`config.mk`:
```
export PLATFORM = sky130hd
export DESIGN_NAME = pipe_skid_stage
export DESIGN_NICKNAME = d
export VERILOG_FILES = /design/src/rtl/pipe_skid_stage.sv
export SDC_FILE = /design/constraint.sdc
export NUM_CORES = 1
export LEC_CHECK = 0
export CORE_UTILIZATION = 53
export DETAILED_ROUTE_END_ITERATION = 16
export PLACE_DENSITY = 0.84
export SLEW_MARGIN = 20
export SYNTH_ARGS = -nofsm -noshare
export SYNTH_HDL_FRONTEND = slang
export SYNTH_SLANG_ARGS = --single-unit
```
`constraint.sdc`:
```
create_clock -name CLK -period 4.6 [get_ports CLK]
set_input_delay 0.46 -clock CLK [delete_from_list [all_inputs] [get_ports CLK]]
set_output_delay 0.46 -clock CLK [all_outputs]
set_load 0.01 [all_outputs]
```
`src/rtl/pipe_skid_stage.sv`:
```
// Elastic pipeline-stage register: valid/ready handshake with a two-entry skid buffer,
// a registered in_ready, synchronous flush with bubble insertion and a saturating drop counter.
module pipe_skid_stage #(
  parameter int CTRL_W = 8,
  parameter int DATA_W = 112,
  parameter int CNT_W  = 8
) (
  input  logic              CLK,
  input  logic              Reset,
  input  logic              Flush,
  input  logic              in_valid,
  output logic              in_ready,
  input  logic [CTRL_W-1:0] in_ctrl,
  input  logic [DATA_W-1:0] in_data,
  output logic              out_valid,
  input  logic              out_ready,
  output logic [CTRL_W-1:0] out_ctrl,
  output logic [DATA_W-1:0] out_data,
  output logic [1:0]        occupancy,
  output logic [CNT_W-1:0]  drop_cnt
);

  // Encoding equals the number of held entries, so occupancy is the state itself.
  typedef enum logic [1:0] {
    S_EMPTY = 2'd0,
    S_ONE   = 2'd1,
    S_TWO   = 2'd2
  } state_e;

  typedef logic [CNT_W:0] sum_t;
  localparam logic [CNT_W-1:0] CNT_MAX = '1;

  state_e              state_q, state_d;
  logic                in_ready_q, in_ready_d;
  logic [CTRL_W-1:0]   main_ctrl_q, main_ctrl_d;
  logic [DATA_W-1:0]   main_data_q, main_data_d;
  logic [CTRL_W-1:0]   skid_ctrl_q, skid_ctrl_d;
  logic [DATA_W-1:0]   skid_data_q, skid_data_d;
  logic [CNT_W-1:0]    drop_cnt_q, drop_cnt_d;

  logic                accept;
  logic                pop;
  sum_t                drop_sum;

  assign accept = in_valid & in_ready_q;
  assign pop    = (state_q != S_EMPTY) & out_ready;

  // State register.
  always_ff @(posedge CLK) begin
    // NOTE: the data/skid storage is cleared on reset too, so out_data reads 0 after reset.
    if (Reset) begin
      state_q     <= S_EMPTY;
      in_ready_q  <= 1'b0;
      main_ctrl_q <= '0;
      main_data_q <= '0;
      skid_ctrl_q <= '0;
      skid_data_q <= '0;
      drop_cnt_q  <= '0;
    end else begin
      // NOTE: non-blocking assignments keep every flop sampling pre-edge values.
      state_q     <= state_d;
      in_ready_q  <= in_ready_d;
      main_ctrl_q <= main_ctrl_d;
      main_data_q <= main_data_d;
      skid_ctrl_q <= skid_ctrl_d;
      skid_data_q <= skid_data_d;
      drop_cnt_q  <= drop_cnt_d;
    end
  end

  // Next-state and datapath.
  always_comb begin
    // NOTE: every output of this block gets a default first so no latch is inferred.
    state_d     = state_q;
    main_ctrl_d = main_ctrl_q;
    main_data_d = main_data_q;
    skid_ctrl_d = skid_ctrl_q;
    skid_data_d = skid_data_q;
    drop_cnt_d  = drop_cnt_q;

    unique case (state_q)
      S_EMPTY: begin
        if (accept) begin
          state_d     = S_ONE;
          main_ctrl_d = in_ctrl;
          main_data_d = in_data;
        end
      end
      S_ONE: begin
        if (accept && pop) begin
          main_ctrl_d = in_ctrl;
          main_data_d = in_data;
        end else if (accept) begin
          state_d     = S_TWO;
          skid_ctrl_d = in_ctrl;
          skid_data_d = in_data;
        end else if (pop) begin
          state_d = S_EMPTY;
        end
      end
      S_TWO: begin
        if (pop) begin
          state_d     = S_ONE;
          main_ctrl_d = skid_ctrl_q;
          main_data_d = skid_data_q;
        end
      end
      default: state_d = S_EMPTY;
    endcase

    // Entries lost to a flush: held ones, plus a coincident accept, minus a coincident pop.
    drop_sum = sum_t'(drop_cnt_q) + sum_t'(state_q) + sum_t'(accept) - sum_t'(pop);
    if (Flush) begin
      state_d     = S_EMPTY;
      main_ctrl_d = main_ctrl_q;
      main_data_d = main_data_q;
      skid_ctrl_d = skid_ctrl_q;
      skid_data_d = skid_data_q;
      drop_cnt_d  = (drop_sum > sum_t'(CNT_MAX)) ? CNT_MAX : drop_sum[CNT_W-1:0];
    end

    in_ready_d = (state_d != S_TWO);
  end

  // Outputs.
  always_comb begin
    out_valid = (state_q != S_EMPTY);
    out_ctrl  = out_valid ? main_ctrl_q : '0;
  end

  assign in_ready  = in_ready_q;
  assign out_data  = main_data_q;
  assign occupancy = state_q;
  assign drop_cnt  = drop_cnt_q;

endmodule
```
Word-level counts from Yosys, hierarchy flattened. Index checks and enable logic that the tools add are counted.

Multiplexer cells: 17. Add/sub/neg operators: 3. $lt $le $gt $ge: 1. Reductions and logical operators: 6. Eq/ne operators: 6. Bitwise logic cells: 4.

Operators by type and width (number): $mux W112 (3); $pmux W112 S3 (1); $mux W8 (5); $pmux W8 S3 (1); $mux W2 (6); $add A8 B2 Y9 (1); $add A9 B1 Y9 (1); $gt A9 B8 Y1 const B (1); $sub A9 B1 Y9 (1); $ne A2 B2 Y1 const B (4); $pmux W2 S3 (1); $reduce_and A5 Y1 (1); $reduce_and A4 Y1 (1); $reduce_bool A3 Y1 (1); $and A1 B1 Y1 (2); $eq A2 B1 Y1 const B (1); $eq A2 B2 Y1 const B (1); $logic_not A2 Y1 (1); $not A1 Y1 (2); $reduce_bool A2 Y1 (1); $logic_and A1 B1 Y1 (1).

Register bits: 251.

Depth between registers and ports, before layout. Gate-level depths: netlist of run 1.

Depth in word-level cells: 8. Gate-level depth with buffers: 12.

Least setup slack after synthesis of run 1. Ideal clock, no wire load.

Path kind: reg-to-reg. Start: register state_q[0] (netlist: occupancy[0]). End: register drop_cnt_q[5] (netlist: drop_cnt[5]). Data required time: 4505 ps. Library setup time: 95 ps. Data arrival time: 3085 ps. Clock period less this slack: 3180 ps. Slack: 1420 ps. Stages on the path, launching flop included: 13. Path buffers: 1. Path through: dfxtp_1 > nor2_1 > nor2b_1 > ha_1 > fa_1 > fa_1 > nand2b_1 > a211oi_1 > o21ai_1 > xnor2_1 > and2_1 > buf_2 > a221oi_1.

Longest elaborated chain between the ends: 5. Elaborated cells on any way between the ends: 7. Classes of those cells: add/sub: 3; order compare: 1; mux: 1; bitwise: 1; reduce/logical: 1.

RTL lines: start: declaration (line 33) `state_e state_q, state_d;`; start signal: assignment (line 61) `state_q <= state_d;`; $add A8 B2 Y9 or $reduce_bool A2 Y1 (tied branches) (line 112, 46); $add A9 B1 Y9 or $and A1 B1 Y1 (tied branches) (line 112, 46); $sub A9 B1 Y9 * (line 112) `drop_sum = sum_t'(drop_cnt_q) + sum_t'(state_q) + sum_t'(accept) - sum_t'(pop);`; $gt A9 B8 Y1 (line 119) `drop_cnt_d = (drop_sum > sum_t'(CNT_MAX)) ? CNT_MAX : drop_sum[CNT_W-1:0];`; $mux W8 * (line 119); end signal: assignment (line 67) `drop_cnt_q <= drop_cnt_d;`; end: declaration (line 39) `logic [CNT_W-1:0] drop_cnt_q, drop_cnt_d;`.

Mark *: on every way between the ends. The rest lies on a longest branch, timed or not. A chain may end at the register's enable or synchronous reset.

Worst setup path in the final report of run 1. Same ends and word-level chain as after synthesis.

==> run_results.csv, run 1 <==
group,metric,value,unit
logic_synthesis,yosysSeqAreaShare,49.5,%
logic_synthesis,synthMuxAreaShare,0,%
final_layout,drive_above_1_share,4.50,%
cts,cts_resized,0,
sta,timing.final.max_slew_violations,0,
sta,fmax,264,MHz
routing,drt_wl_total,27100,um
worst_setup_path,slowest_delay,0.61,ns
power,ir_drop,0.251,mV
logic_synthesis,netlist_area,10100,sq um
sta,worstMarginPinSlew,1.11,ns
worst_setup_path,critical_path.startpoint,"occupancy[0]",
final_layout,fill_cells,1463,
die,core,18700,sq um
power,powerDensity,390,nW/um^2
routing,dr.pass1.iters,5,
hold_path,worstHoldPathCells,2,
run_status,outcome,"completed",
routing,initialDrtViolationCount,676,
placed_design,io_buffers,256,
sta,hold-worst-slack,0.453,ns
logic_synthesis,synth_edf_count,0,
logic_synthesis,synth_compound_area_share,18.8,%
final_layout,layout_commonest_cell,"nand2_1",
final_layout,final_cell_mix,"nand2_1 (486), clkdlybuf4s50_1 (255), dfxtp_1 (251), nor2_1 (128), a21oi_1 (128)",
cts,cts_root_buf,"clkbuf_16",
die,die-area,19700,sq um
logic_synthesis,synth.avg_cell_area,7.78,sq um
global_routing,grt_pass1_vias,8970,
global_routing,grt_pass1_wl,43800,um
global_routing,antenna_found_initial,1,
hold_path,hold_path_class,"reg -> reg",
logic_synthesis,synthDistinctLibCells,38,
logic_synthesis,ys_warn_count,0,
sta,fin_crit_sh,82.2,%
placed_design,pre_cts_slack,0.893,ns
worst_setup_path,worstPathArrival,4.12,ns
power,power.total,5.29,mW
logic_synthesis,syn_inst,1304,
sta,final.setup.worst_slack,0.818,ns
cts,cts_max_level,1,
worst_setup_path,timing.rr.start,"occupancy[0]",
worst_setup_path,crit_slowest_cell,"nor2_1",
die,die_h,140,um
routing,drc,0,
worst_setup_path,critical_path.max_fanout,10,
sta,fin_crit,3.78,ns
power,p_leak,4.75,nW
routing,antenna_left,0,
routing,num_vias,9605,
sta,finClkSkew,0.0104,ns
final_layout,fin_cells,1746,
cts,clk_pin_slew_worst_paths,0.06,ns
cts,cts-buffers-inserted,27,
cts,clock_latency,0.51,ns
global_routing,grt_max_degree,149,
cts,tritoncts,"yes",
worst_setup_path,cpMostUsedCell,"fa_1",
worst_setup_path,startpoint_type,"register",
placed_design,gp_congestion,0.812,
global_routing,grt_overflow,0,
placed_design,dp_cells,1698,
routing,post_drt_wl_per_cell,15.5,um
cts,ctsHoldBuffers,0,
global_routing,grtUsageTotal,27.0,%
sta,rsz0062_at_grt,"no",
sta,slew_headroom,26.2,%
worst_setup_path,worst-endpoint-required,4.94,ns
routing,viasPerCell,5.50,
logic_synthesis,synth_top_family_by_area,"simple AND/OR/NAND/NOR gates",
cts,postCtsSetupBuffers,0,
cts,cts_max_path_buffers,3,
worst_setup_path,endpoint_kind,"register",
die,num_rows,50,
logic_synthesis,ys_seq_elements,251,
sta,hold_viol,0,
die,ioPinCount,257,
die,initial_core_util,54.2,%
placed_design,place_area,12700,sq um
hold_path,holdCritStartpoint,"skid_data_q[57]",
placed_design,dp_hpwl,16400,um
logic_synthesis,synth-xor-area-share,0.518,%
worst_setup_path,crit_type,"reg -> reg",
worst_setup_path,reg2reg_depth,11,
logic_synthesis,synth_nets,1440,
logic_synthesis,async_flop_share,0,%
final_layout,final_area,13600,sq um
cts,clock-sinks,251,
final_layout,final_util,72.5,%
sta,setup_violations,0,
logic_synthesis,yosys.area_share.adder,1.51,%
logic_synthesis,synth-simple-area-share,24.3,%
final_layout,areaGrowthSynthToFinish,33.7,%
run,maxCapViolCount,0,
sta,timing.setup.tns,0,ns
logic_synthesis,ys.flop_type,"dfxtp_1",
die,die_w,140,um
worst_setup_path,cp_cell_sequence,"nor2_1 > nor2b_1 > ha_1 > fa_1 > fa_1 > nand2b_1 > a211oi_1 > o21ai_1 > xnor2_1 > and2_1 > a221oi_1",
final_layout,fin_nets,1629,
## synthesized netlist by cell type (all sizes together) (2+ instances only)
library cell  instances  share of area [%]
a21oi               128                6.3
a221oi                7               0.97
a22oi                 2               0.15
a311oi              120                 10
buf                  40                2.2
clkbuf               68                2.5
dfxtp               251                 50
fa                    2               0.39
ha                    9                1.1
inv                  17               0.63
nand2               487                 18
nand2b                5               0.31
nor2                130                4.9
nor2b                12               0.74
o21a                  2               0.15
o21ai                 4               0.20
xnor2                 2               0.17
xor2                  4               0.35
## critical path, delay by kind of cell, from the launching register on
family	cells	cell delay, ns
adder cells (fa/ha/maj)	3	1.12
flip-flops	1	0.40
AND/OR/NAND/NOR	4	1.31
AO/OA/AOI/OAI	3	0.60
XOR/XNOR	1	0.15
## area by class of cell
class / instances / area [sq um] / share of cell area, %
sequential: 251 / 5020 / 37.0
multi-input combinational: 928 / 4610 / 34.0
clock buffer: 38 / 787 / 5.80
tap: 234 / 293 / 2.16
inverter: 17 / 63.8 / 0.470
antenna: 1 / 2.50 / 0.0185
clock inverter: 9 / 73.8 / 0.544
timing repair buffer: 268 / 2710 / 20.0
## flip-flops by register name, summed over array words and instances (netlist names)
name,count
drop_cnt,8
in_ready,1
main_ctrl_q,8
occupancy,2
out_data,112
skid_ctrl_q,8
skid_data_q,112
## kinds of logic (layout without fill, tap and decap cells)
group | count (synthesis) | count (layout)
AO/OA/AOI/OAI | 271 | 271
XOR/XNOR | 6 | 6
adder cells (fa/ha/maj) | 11 | 11
buffers and inverters | 125 | 332
flip-flops | 251 | 251
other | 0 | 1
AND/OR/NAND/NOR | 640 | 640
## final timing paths
check / end / slack, ns
setup / recovery: drop_cnt[5] / 0.82
hold / removal: skid_data_q[57] / 0.45
setup reg to reg: drop_cnt[5] / 0.82
hold reg to reg: skid_data_q[57] / 0.45
## report_power, final
part           internal (mW)  switching [mW]
registers               2.26          0.0558
logic                  0.445           0.454
clock network           1.24           0.843
total                   3.94            1.35
## layer usage
metal	part of all wire (%)	track usage, %	up-vias
li1	-	-	4766
met1	41	34.3	4441
met3	7.9	6.02	63
met5	0	0	-
met2	47	44.1	335
met4	3.8	11.3	0
(Power assumes the default switching activity.)
==> run 2, diff against run 1 <==
--- a/config.mk
+++ b/config.mk
@@ -5,9 +5,9 @@
 export SDC_FILE = /design/constraint.sdc
 export NUM_CORES = 1
 export LEC_CHECK = 0
-export CORE_UTILIZATION = 53
+export CORE_UTILIZATION = 49
 export DETAILED_ROUTE_END_ITERATION = 16
-export PLACE_DENSITY = 0.84
+export PLACE_DENSITY = 0.79
 export SLEW_MARGIN = 20
 export SYNTH_ARGS = -nofsm -noshare
 export SYNTH_HDL_FRONTEND = slang
==> constraint.sdc (replaced) <==
create_clock -name CLK -period 3.95 [get_ports CLK]
set_input_delay 0.395 -clock CLK [delete_from_list [all_inputs] [get_ports CLK]]
set_output_delay 0.395 -clock CLK [all_outputs]
set_load 0.01 [all_outputs]
==> run_results.csv, run 2 (synthesis results as in run 1) <==
group,metric,value,unit
run_status,outcome,"completed",
worst_setup_path,rrSetupSlack,0.23,ns
global_routing,grt_pass1_vias,8715,
power,power.total,6.14,mW
sta,finClkSkew,0.00754,ns
global_routing,grt_max_degree,165,
worst_setup_path,crit_type,"reg -> reg",
final_layout,final_cell_mix,"nand2_1 (486), clkdlybuf4s50_1 (255), dfxtp_1 (251), nor2_1 (128), a21oi_1 (128)",
cts,clock-sinks,251,
final_layout,fin_cells,1776,
placed_design,gp_congestion,0.793,
cts,cts-buffers-inserted,26,
placed_design,dp_cells,1734,
global_routing,antenna_found_initial,1,
cts,cts_max_level,1,
routing,dr.pass1.iters,5,
sta,hold_viol,0,
run,maxCapViolCount,0,
routing,post_drt_wl_per_cell,15.4,um
routing,initialDrtViolationCount,612,
die,initial_core_util,50.1,%
die,die_w,146,um
routing,viasPerCell,5.35,
sta,setup_violations,0,
sta,fmax,269,MHz
die,die-area,21300,sq um
global_routing,grtUsageTotal,24.8,%
global_routing,grt_overflow,0,
worst_setup_path,critical_path.max_fanout,10,
worst_setup_path,endpoint_kind,"register",
sta,fin_crit,3.72,ns
worst_setup_path,timing.rr.start,"occupancy[1]",
routing,num_vias,9503,
worst_setup_path,worst-endpoint-required,4.29,ns
final_layout,fin_nets,1628,
final_layout,areaGrowthSynthToFinish,34.0,%
cts,ctsHoldBuffers,0,
sta,fin_crit_sh,94.2,%
worst_setup_path,timing.rr.end,"drop_cnt[5]",
sta,slew_headroom,29.3,%
cts,clk_pin_slew_worst_paths,0.06,ns
routing,antenna_left,0,
cts,cts_root_buf,"clkbuf_16",
cts,cts_resized,0,
cts,postCtsSetupBuffers,0,
die,core,20200,sq um
routing,drc,0,
final_layout,drive_above_1_share,4.05,%
power,powerDensity,452,nW/um^2
worst_setup_path,startpoint_type,"register",
sta,worstMarginPinSlew,1.06,ns
cts,cts_max_path_buffers,3,
hold_path,hold_path_class,"reg -> reg",
cts,clock_latency,0.52,ns
power,p_leak,4.74,nW
sta,timing.final.max_slew_violations,0,
placed_design,dp_hpwl,16100,um
placed_design,io_buffers,256,
hold_path,worstHoldPathCells,2,
final_layout,final_area,13600,sq um
sta,rsz0062_at_grt,"no",
cts,tritoncts,"yes",
routing,drt_wl_total,27300,um
die,ioPinCount,257,
hold_path,worstHoldEndpoint,"skid_data_q[95]",
hold_path,holdCritStartpoint,"skid_data_q[95]",
global_routing,grt_pass1_wl,43900,um
sta,timing.setup.tns,0,ns
worst_setup_path,reg2reg_depth,11,
die,num_rows,52,
worst_setup_path,worstPathArrival,4.06,ns
final_layout,layout_commonest_cell,"nand2_1",
placed_design,place_area,12800,sq um
power,ir_drop,0.314,mV
die,die_h,146,um
==> run 2: cell types whose count changed in the layout (fill, tap and decap cells not counted) <==
cell      before  now
clkbuf_1       4    5
buf_12         4    5
buf_4          8    7
clkinv_2       7    0
clkinv_4       1    0
buf_6          0    1
==> run 2: layout make-up <==
| class | instances | area (sq um) |
|---|---|---|
| Fill cell | 1697 | 6640 |
| Sequential cell | 251 | 5020 |
| Multi-Input combinational cell | 928 | 4610 |
| Timing Repair Buffer | 268 | 2720 |
| Clock buffer | 40 | 805 |
| Tap cell | 270 | 338 |
| Inverter | 17 | 63.8 |
| Clock inverter | 1 | 30.0 |
| Antenna cell | 1 | 2.50 |
==> run 2: metrics by stage <==
stage | hold WS, ns | util [%] | setup slack, ns
global route | 0.449 | 67.2 | 0.0346
finish | 0.453 | 67.2 | 0.227
detailed placement | 0.447 | 63.0 | 0.227
CTS | 0.434 | 67.2 | 0.161
floorplan | 0.437 | - | 0.770
global placement | 0.442 | 63.0 | 0.361
==> run 2: report_power, final <==
part / internal, mW / switching, mW
sequential: 2.63 / 0.0628
combinational: 0.517 / 0.539
clock: 1.45 / 0.947
total: 4.59 / 1.55
==> run 2: worst max-delay path, cell delays in order, from the launching register on <==
cell      delay, ns
dfxtp_1        0.36
nor2_1         0.63
nor2b_1        0.11
ha_1           0.33
fa_1           0.42
fa_1           0.42
nand2b_1       0.17
a211oi_1       0.26
o21ai_1        0.14
xnor2_1        0.16
and2_1         0.41
a221oi_1       0.13
==> run 2: worst max path at each step <==
| stage | endpoint | cells after the start | startpoint | slack [ns] |
|---|---|---|---|---|
| CTS | drop_cnt[5] | 11 | occupancy[1] | 0.16 |
| global placement | drop_cnt[5] | 11 | occupancy[1] | 0.36 |
| finish | drop_cnt[5] | 11 | occupancy[1] | 0.23 |
| global route | drop_cnt[5] | 11 | occupancy[1] | 0.03 |
| floorplan | drop_cnt[5] | 12 | occupancy[0] | 0.77 |
| detailed placement | drop_cnt[5] | 11 | occupancy[1] | 0.23 |
==> run 2: layer usage <==
metal / vias to the layer above / GRT usage, % / part of all wire [%]
met5: - / 0 / 0
met4: 0 / 8.47 / 2.4
met3: 41 / 4.55 / 6.5
met2: 278 / 41.6 / 48
met1: 4434 / 32.0 / 43
li1: 4750 / - / -
